==> src/rtl/gauss_pkg.sv <==
// +--------------------------------------------------------------------------+
// | gauss_pkg                                                                |
// | Shared constants, state encoding and helpers for the Gaussian sampler.   |
// | Rev 1.0                                                                  |
// +--------------------------------------------------------------------------+
`default_nettype none

package gauss_pkg;

    localparam int          Q_FRAC       = 28;
    localparam logic [31:0] INV_SQRT_2PI = 32'h06621101;
    localparam int          TRY_W        = 8;
    localparam int          WAIT_W       = 16;

    typedef enum logic [2:0] {
        IDLE     = 3'd0,
        DRAW_X   = 3'd1,
        EXP_WAIT = 3'd2,
        DRAW_U   = 3'd3,
        CMP      = 3'd4,
        OUT      = 3'd5
    } state_t;

    // Top Q_FRAC bits of the LFSR word become a uniform value in [0,1).
    function automatic logic [31:0] uniform_from_lfsr(input logic [31:0] w);
        return w >> (32 - Q_FRAC);
    endfunction

    function automatic logic [TRY_W-1:0] sat_inc_try(input logic [TRY_W-1:0] v);
        return (&v) ? v : v + 1'b1;
    endfunction

endpackage

`default_nettype wire

==> src/rtl/gauss_if.sv <==
// +--------------------------------------------------------------------------+
// | gauss_if                                                                 |
// | LFSR, exp-unit and sample-output signals of the sampler controller.      |
// | Stats outputs exist only when GAUSS_STATS_EN is defined. Rev 1.0         |
// +--------------------------------------------------------------------------+
`default_nettype none

interface gauss_if;
    logic        gen_en;
    logic [31:0] lfsr_data;
    logic        lfsr_step;
    logic        exp_start;
    logic [31:0] exp_arg;
    logic        exp_done;
    logic [31:0] exp_result;
    logic        out_valid;
    logic        out_ready;
    logic [31:0] out_data;
    logic        out_timeout;
    logic        busy;

`ifdef GAUSS_STATS_EN
    logic [31:0] stat_accept;
    logic [31:0] stat_reject;
    logic [15:0] stat_timeout;

    modport master (
        input  gen_en, lfsr_data, exp_done, exp_result, out_ready,
        output lfsr_step, exp_start, exp_arg, out_valid, out_data, out_timeout, busy,
        output stat_accept, stat_reject, stat_timeout
    );
    modport slave (
        output gen_en, lfsr_data, exp_done, exp_result, out_ready,
        input  lfsr_step, exp_start, exp_arg, out_valid, out_data, out_timeout, busy,
        input  stat_accept, stat_reject, stat_timeout
    );
`else
    modport master (
        input  gen_en, lfsr_data, exp_done, exp_result, out_ready,
        output lfsr_step, exp_start, exp_arg, out_valid, out_data, out_timeout, busy
    );
    modport slave (
        output gen_en, lfsr_data, exp_done, exp_result, out_ready,
        input  lfsr_step, exp_start, exp_arg, out_valid, out_data, out_timeout, busy
    );
`endif
endinterface

`default_nettype wire

==> src/rtl/gauss_stats.sv <==
// +--------------------------------------------------------------------------+
// | gauss_stats                                                              |
// | Saturating accept / reject / timeout event counters. Rev 1.0             |
// +--------------------------------------------------------------------------+
`default_nettype none

module gauss_stats (
    input  wire         clk,
    input  wire         rst,
    input  wire         i_accept,
    input  wire         i_reject,
    input  wire         i_timeout,
    output logic [31:0] o_accept,
    output logic [31:0] o_reject,
    output logic [15:0] o_timeout
);

    logic [31:0] r_accept;
    logic [31:0] r_reject;
    logic [15:0] r_timeout;

    always_ff @(posedge clk) begin
        if (rst) begin
            r_accept  <= '0;
            r_reject  <= '0;
            r_timeout <= '0;
        end else begin
            if (i_accept && !(&r_accept))
                r_accept <= r_accept + 32'd1;
            if (i_reject && !(&r_reject))
                r_reject <= r_reject + 32'd1;
            if (i_timeout && !(&r_timeout))
                r_timeout <= r_timeout + 16'd1;
        end
    end

    assign o_accept  = r_accept;
    assign o_reject  = r_reject;
    assign o_timeout = r_timeout;

endmodule

`default_nettype wire

==> src/rtl/gauss_sample_ctrl.sv <==
// +--------------------------------------------------------------------------+
// | gauss_sample_ctrl                                                        |
// | Rejection-sampling sequencer: draws x, evaluates e^(-x^2/2), tests       |
// | against uniform u. Optional counters with GAUSS_STATS_EN. Rev 1.0        |
// +--------------------------------------------------------------------------+
`default_nettype none

module gauss_sample_ctrl
    import gauss_pkg::*;
#(
    parameter int MAX_TRIES = 16,
    parameter int EXP_TMO   = 64
) (
    input  wire     clk,
    input  wire     rst,
    gauss_if.master bus
);

    state_t             r_state;
    state_t             w_next;
    logic [31:0]        r_exp_arg;
    logic [31:0]        r_exp_res;
    logic [31:0]        r_u;
    logic [31:0]        r_out_data;
    logic               r_out_tmo;
    logic [TRY_W-1:0]   r_tries;
    logic [WAIT_W-1:0]  r_wait;

    logic [31:0]        w_x;
    logic               w_tmo;
    logic               w_accept;
    logic [TRY_W-1:0]   w_tries_inc;
    logic               w_exhaust;
    logic               w_lfsr_step;
    logic               w_exp_start;
    logic               w_out_valid;
    logic               w_busy;
    logic [31:0]        w_exp_arg;

    assign w_x         = 32'($signed(bus.lfsr_data) >>> 1);
    assign w_tmo       = (r_wait == WAIT_W'(EXP_TMO - 1));
    assign w_accept    = (r_exp_res > r_u);
    assign w_tries_inc = sat_inc_try(r_tries);
    assign w_exhaust   = (w_tries_inc == TRY_W'(MAX_TRIES));

    always_ff @(posedge clk) begin
        if (rst)
            r_state <= IDLE;
        else
            r_state <= w_next;
    end

    always_comb begin
        w_next = r_state;
        case (r_state)
            IDLE:     if (bus.gen_en) w_next = DRAW_X;
            DRAW_X:   w_next = EXP_WAIT;
            EXP_WAIT: if (bus.exp_done || w_tmo) w_next = DRAW_U;
            DRAW_U:   w_next = CMP;
            CMP:      w_next = (w_accept || w_exhaust) ? OUT : DRAW_X;
            OUT:      if (bus.out_ready) w_next = bus.gen_en ? DRAW_X : IDLE;
            default:  w_next = IDLE;
        endcase
    end

    // exp_arg is bypassed in DRAW_X so the exp unit sees x in the exp_start cycle.
    always_comb begin
        w_lfsr_step = (r_state == DRAW_X) || (r_state == DRAW_U);
        w_exp_start = (r_state == DRAW_X);
        w_out_valid = (r_state == OUT);
        w_busy      = (r_state != IDLE);
        w_exp_arg   = (r_state == DRAW_X) ? w_x : r_exp_arg;
    end

    // A timed-out try forces the exp result to 0 so CMP always rejects it
    // while still drawing u, keeping two LFSR steps per try.
    always_ff @(posedge clk) begin
        if (rst) begin
            r_exp_arg  <= '0;
            r_exp_res  <= '0;
            r_u        <= '0;
            r_out_data <= '0;
            r_out_tmo  <= 1'b0;
            r_tries    <= '0;
            r_wait     <= '0;
        end else begin
            case (r_state)
                DRAW_X: begin
                    r_exp_arg <= w_x;
                    r_wait    <= '0;
                end
                EXP_WAIT: begin
                    r_wait <= r_wait + 1'b1;
                    if (bus.exp_done)
                        r_exp_res <= bus.exp_result;
                    else if (w_tmo)
                        r_exp_res <= '0;
                end
                DRAW_U: r_u <= uniform_from_lfsr(bus.lfsr_data);
                CMP: begin
                    if (w_accept) begin
                        r_out_data <= r_exp_arg;
                        r_out_tmo  <= 1'b0;
                    end else begin
                        r_tries <= w_tries_inc;
                        if (w_exhaust) begin
                            r_out_data <= '0;
                            r_out_tmo  <= 1'b1;
                        end
                    end
                end
                OUT: if (bus.out_ready) r_tries <= '0;
                default: ;
            endcase
        end
    end

    assign bus.lfsr_step   = w_lfsr_step;
    assign bus.exp_start   = w_exp_start;
    assign bus.exp_arg     = w_exp_arg;
    assign bus.out_valid   = w_out_valid;
    assign bus.out_data    = r_out_data;
    assign bus.out_timeout = r_out_tmo;
    assign bus.busy        = w_busy;

`ifdef GAUSS_STATS_EN
    logic        w_st_accept;
    logic        w_st_reject;
    logic        w_st_timeout;
    logic [31:0] w_stat_accept;
    logic [31:0] w_stat_reject;
    logic [15:0] w_stat_timeout;

    assign w_st_accept  = (r_state == CMP) && w_accept;
    assign w_st_reject  = (r_state == CMP) && !w_accept;
    assign w_st_timeout = w_st_reject && w_exhaust;

    gauss_stats u_stats (
        .clk       (clk),
        .rst       (rst),
        .i_accept  (w_st_accept),
        .i_reject  (w_st_reject),
        .i_timeout (w_st_timeout),
        .o_accept  (w_stat_accept),
        .o_reject  (w_stat_reject),
        .o_timeout (w_stat_timeout)
    );

    assign bus.stat_accept  = w_stat_accept;
    assign bus.stat_reject  = w_stat_reject;
    assign bus.stat_timeout = w_stat_timeout;
`endif

endmodule

`default_nettype wire

==> src/flat_wrapper.sv <==
// flat-port wrapper written by rule: the top's interface ports become plain ports
module gauss_sample_ctrl_flat import gauss_pkg::*;
#(
    parameter int MAX_TRIES = 16,
    parameter int EXP_TMO   = 64
)
  (clk, rst, bus_gen_en, bus_lfsr_data, bus_exp_done, bus_exp_result, bus_out_ready, bus_lfsr_step, bus_exp_start, bus_exp_arg, bus_out_valid, bus_out_data, bus_out_timeout, bus_busy);
  gauss_if bus_i ();
  input  wire clk;
  input  wire rst;
  input wire logic [$bits(bus_i.gen_en)-1:0] bus_gen_en;
  input wire logic [$bits(bus_i.lfsr_data)-1:0] bus_lfsr_data;
  input wire logic [$bits(bus_i.exp_done)-1:0] bus_exp_done;
  input wire logic [$bits(bus_i.exp_result)-1:0] bus_exp_result;
  input wire logic [$bits(bus_i.out_ready)-1:0] bus_out_ready;
  output wire logic [$bits(bus_i.lfsr_step)-1:0] bus_lfsr_step;
  output wire logic [$bits(bus_i.exp_start)-1:0] bus_exp_start;
  output wire logic [$bits(bus_i.exp_arg)-1:0] bus_exp_arg;
  output wire logic [$bits(bus_i.out_valid)-1:0] bus_out_valid;
  output wire logic [$bits(bus_i.out_data)-1:0] bus_out_data;
  output wire logic [$bits(bus_i.out_timeout)-1:0] bus_out_timeout;
  output wire logic [$bits(bus_i.busy)-1:0] bus_busy;
  assign bus_i.gen_en = bus_gen_en;
  assign bus_i.lfsr_data = bus_lfsr_data;
  assign bus_i.exp_done = bus_exp_done;
  assign bus_i.exp_result = bus_exp_result;
  assign bus_i.out_ready = bus_out_ready;
  assign bus_lfsr_step = bus_i.lfsr_step;
  assign bus_exp_start = bus_i.exp_start;
  assign bus_exp_arg = bus_i.exp_arg;
  assign bus_out_valid = bus_i.out_valid;
  assign bus_out_data = bus_i.out_data;
  assign bus_out_timeout = bus_i.out_timeout;
  assign bus_busy = bus_i.busy;
  gauss_sample_ctrl #(.MAX_TRIES(MAX_TRIES), .EXP_TMO(EXP_TMO)) u_core (.clk(clk), .rst(rst), .bus(bus_i));
endmodule
==> config.mk <==
export PLATFORM = sky130hd
export DESIGN_NAME = gauss_sample_ctrl_flat
export DESIGN_NICKNAME = d
export VERILOG_FILES = /design/src/rtl/gauss_pkg.sv /design/src/rtl/gauss_if.sv /design/src/rtl/gauss_stats.sv /design/src/rtl/gauss_sample_ctrl.sv /design/src/flat_wrapper.sv
export SDC_FILE = /design/constraint.sdc
export NUM_CORES = 1
export LEC_CHECK = 0
export ABC_AREA = 1
export CORE_AREA = 3 3 116 129
export DETAILED_ROUTE_END_ITERATION = 8
export DIE_AREA = 0 0 119 132
export GPL_TIMING_DRIVEN = 0
export HOLD_SLACK_MARGIN = 0.06
export PLACE_DENSITY = 0.86
export SLEW_MARGIN = 40
export SYNTH_ARGS = -nofsm -noshare
export SYNTH_HDL_FRONTEND = slang
export SYNTH_HIERARCHICAL = 1
export SYNTH_SLANG_ARGS = --single-unit
==> constraint.sdc <==
create_clock -name clk -period 2.4 [get_ports clk]
set_input_delay 0.48 -clock clk [delete_from_list [all_inputs] [get_ports clk]]
set_output_delay 0.48 -clock clk [all_outputs]
set_load 0.1 [all_outputs]
==> results.json <==
{
  "drv.max_cap_violation_count": 0,
  "via_count_of_the_first_global_routing_pass": 7095,
  "overflow": 0,
  "synth_top_area_frac": 0.4291,
  "drt_pre_antenna_iters": 5,
  "num_rows": 45,
  "clk_latency_ns": 0.43,
  "cp_data_arrival_time_ns": 1.89,
  "post_synth_instance_area_sq_mm": 0.007092,
  "min_from": "bus_exp_done",
  "tritoncts": "built",
  "detail_route.wl_per_cell_um": 16.65,
  "cts_root_buffer": "clkbuf_16",
  "ios": 138,
  "endpoint_kind": "output pin",
  "first_pass_grt_wire_length_um": 34420,
  "finalCriticalPeriod_ns": 2.372,
  "antenna_violations_before_repair": 0,
  "outcome": "finished clean",
  "area_inside_the_core_boundary_sq_mm": 0.01379,
  "synth_cell_type_count": 40,
  "whs_ns": 0.4562,
  "post-synth-top-area-cell": "dfxtp_1",
  "finalSetupViolCount": 0,
  "wl_um": 21590,
  "cts_max_path_buffers": 2,
  "worstReg2RegStart": "u_core/r_u[3]",
  "relSlewSlack": 0.5160,
  "setup-tns-final_ns": 0,
  "slew_violations": 0,
  "largest_net_degree_at_the_start_of_global_routing": 17,
  "vias": 7227,
  "initial_utilization": 0.5141,
  "cts-htree-levels": 4,
  "seq_area_frac_synth": 0.4291,
  "area_delta_synth_final_pct": 37.91,
  "ir_drop_mv": 1.656,
  "post_synth_main_area_contributors": "dfxtp_1 43%, a21oi_1 11%, nand2_1 7.9%, inv_1 6.5%, nand3_1 5.8%",
  "cell_depth_of_the_worst_min_delay_path": 3,
  "dp.final_hpwl_um": 14660,
  "fraction_of_final_layout_cells_sized_beyond_drive_strength_1": 0.2101,
  "die_height_um": 132,
  "postCtsHoldBufs": 0,
  "syn_nets": 1038,
  "fmax_mhz": 421.5,
  "number_of_cells_on_the_worst_reg_to_reg_path": 17,
  "power_per_cell_area_mw_per_mm2": 1472,
  "worstSetupPathType": "reg2out",
  "dieArea_sq_mm": 0.01571,
  "detailedRoute.firstIterationViolations": 671,
  "clock_skew_ns": 0.009403,
  "startpoint": "u_core/r_state[0]",
  "gp_congestion": 0.9372,
  "worstPathRequired_ns": 1.92,
  "number_of_storage_elements_in_the_synthesis_netlist": 152,
  "final_min_period_over_clock_period": 0.9885,
  "routed_via_density": 5.572,
  "tritoncts_num_sinks": 152,
  "num-fill-cells": 1023,
  "synth-warning-count": 6,
  "placement.io_buffers": 134,
  "register_to_register_path_setup_slack_ns": 0.14,
  "critical_path.max_fanout": 10,
  "n_antenna_cell": 0,
  "setup.worst_path.start_class": "flip-flop",
  "worst_hold_path_endpoint": "u_core/r_exp_res[1]",
  "hold_path_class": "in2reg",
  "synth.avg_cell_area_sq_um": 7.553,
  "netlist_instances": 939,
  "reported_leakage_power_nw": 4.006,
  "drt.antenna.violating_nets": 0,
  "cts.clk_slew.worst_paths_ns": 0.06,
  "route.detailed.drc": 0,
  "critical_path.reg2reg.endpoint": "u_core/bus.out_data[8]",
  "worstMarginPinSlew_ns": 0.7260,
  "layout.nets": 1195,
  "synth_enable_flop_cells": 0,
  "unrepaired_setup_endpoints_after_global_routing": "true",
  "hold_viol_final": 0,
  "postSynth.asyncResetShare": 0,
  "cts_buffers": 17,
  "die-width_um": 119,
  "grtUsageTotal": 0.2715,
  "synth_top_flop_cell": "dfxtp_1"
}
-- Yosys cell counts (2+ instances only) --
| library cell | number |
|---|---|
| dfxtp_1 | 152 |
| inv_2 | 4 |
| or2_2 | 29 |
| clkbuf_1 | 35 |
| nand2_1 | 149 |
| xor2_1 | 2 |
| clkbuf_2 | 2 |
| nor4_1 | 2 |
| a22oi_1 | 4 |
| a21oi_1 | 153 |
| a221oi_1 | 3 |
| nand3_1 | 82 |
| a211oi_1 | 34 |
| nand3b_1 | 5 |
| buf_6 | 3 |
| nor2_2 | 2 |
| ha_1 | 30 |
| nor3_1 | 9 |
| nor2_1 | 34 |
| o21ai_0 | 34 |
| buf_2 | 14 |
| a311oi_1 | 2 |
| inv_1 | 122 |
| nand4_1 | 9 |
| nand3_2 | 9 |
-- area by class of cell --
| type | instances | area (sq um) | share of cell area |
|---|---|---|---|
| plain buffers | 53 | 321.6 | 0.03288 |
| clock buffers | 18 | 439.2 | 0.04490 |
| clock inverters | 14 | 193.9 | 0.01983 |
| inverters | 126 | 478.0 | 0.04887 |
| multi-input cells | 606 | 3642 | 0.3724 |
| flip-flops and latches | 152 | 3049 | 0.3118 |
| well taps | 188 | 235.2 | 0.02405 |
| repair buffers | 140 | 1421 | 0.1453 |
-- flip-flops by register name, summed over array words and instances (netlist names) --
name,count
u_core/r_exp_res,32
u_core/r_tries,8
u_core/bus.out_timeout,1
u_core/bus.out_data,32
u_core/r_u,28
u_core/r_wait,16
u_core/r_state,3
u_core/r_exp_arg,32
-- layer usage --
metal	vias to the layer above	GRT usage	share of wire
met3	62	0.05536	0.066
met4	0	0.1346	0.039
li1	3439	-	-
met2	344	0.4587	0.49
met5	-	0	0
met1	3382	0.3274	0.40
-- worst max-delay path by stage --
| stage | slack [ns] | to |
|---|---|---|
| finish | 0.03 | bus_exp_arg[17] |
| detailed placement | -0.31 | bus_exp_arg[27] |
| global placement | -1.04 | bus_exp_arg[27] |
| floorplan | -0.1 | bus_exp_arg[11] |
| global route | -0.03 | bus_exp_arg[17] |
| CTS | -0.03 | bus_exp_arg[24] |
-- per-stage QoR --
step	setup slack (ns)	instance area, sq um	util	power [mW]	cells
finish	0.02764	9781	0.7090	14.39	1297
detailed placement	-0.3056	8558	0.6204	9.835	1261
floorplan	-0.09949	7327	-	8.644	939
CTS	-0.03179	9664	0.7006	13.95	1296
global route	-0.02960	9781	0.7090	14.94	1297
global placement	-1.035	8904	0.6454	10.17	1261
-- cell usage in the layout, fill, tap and decap left out, drive strengths merged, types with 2 or more instances in the layout --
| master | instances |
|---|---|
| dfxtp | 152 |
| nand3b | 5 |
| o21ai | 35 |
| nand3 | 92 |
| a211oi | 34 |
| nor3 | 10 |
| a221oi | 3 |
| xor2 | 2 |
| clkdlybuf4s50 | 65 |
| nand2 | 151 |
| or2 | 30 |
| ha | 30 |
| nor4 | 2 |
| clkbuf | 54 |
| clkinv | 5 |
| nand4 | 9 |
| buf | 92 |
| inv | 130 |
| a311oi | 2 |
| bufinv | 4 |
| a21oi | 153 |
| nor2 | 36 |
| a22oi | 4 |
| xnor2 | 2 |
-- power by group --
part | internal, mW | switching (mW) | total, mW
sequential | 2.90 | 0.203 | 3.10
clock | 1.78 | 1.09 | 2.86
combinational | 2.59 | 5.84 | 8.43
-- logic make-up after synthesis --
logic type / after synthesis / share of synthesized area
flip-flops: 152 / 0.4291
AND/OR/NAND/NOR: 335 / 0.2242
buffers and inverters: 181 / 0.1018
adder cells (fa/ha/maj): 30 / 0.05293
XOR/XNOR: 4 / 0.006000
AO/OA/AOI/OAI: 237 / 0.1860
-- critical path, cell delays in order (launching register included) --
cell and delay (ns):
dfxtp_2 0.34, inv_2 0.06, nor2_4 0.11, nand2_4 0.08, inv_4 0.07, buf_2 0.21
or2_2 0.15, inv_1 0.06, a21oi_2 0.16, buf_8 0.22
-- what timing repair did --
item | in CTS | in global routing
buffers inserted | 4 | 2
hold endpoints to repair | 0 | 0
setup endpoints to repair | 34 | 71
resized for setup | 140 | 34
pin swaps | 1 | 2
No activity file was read; power rests on OpenSTA's default activity.
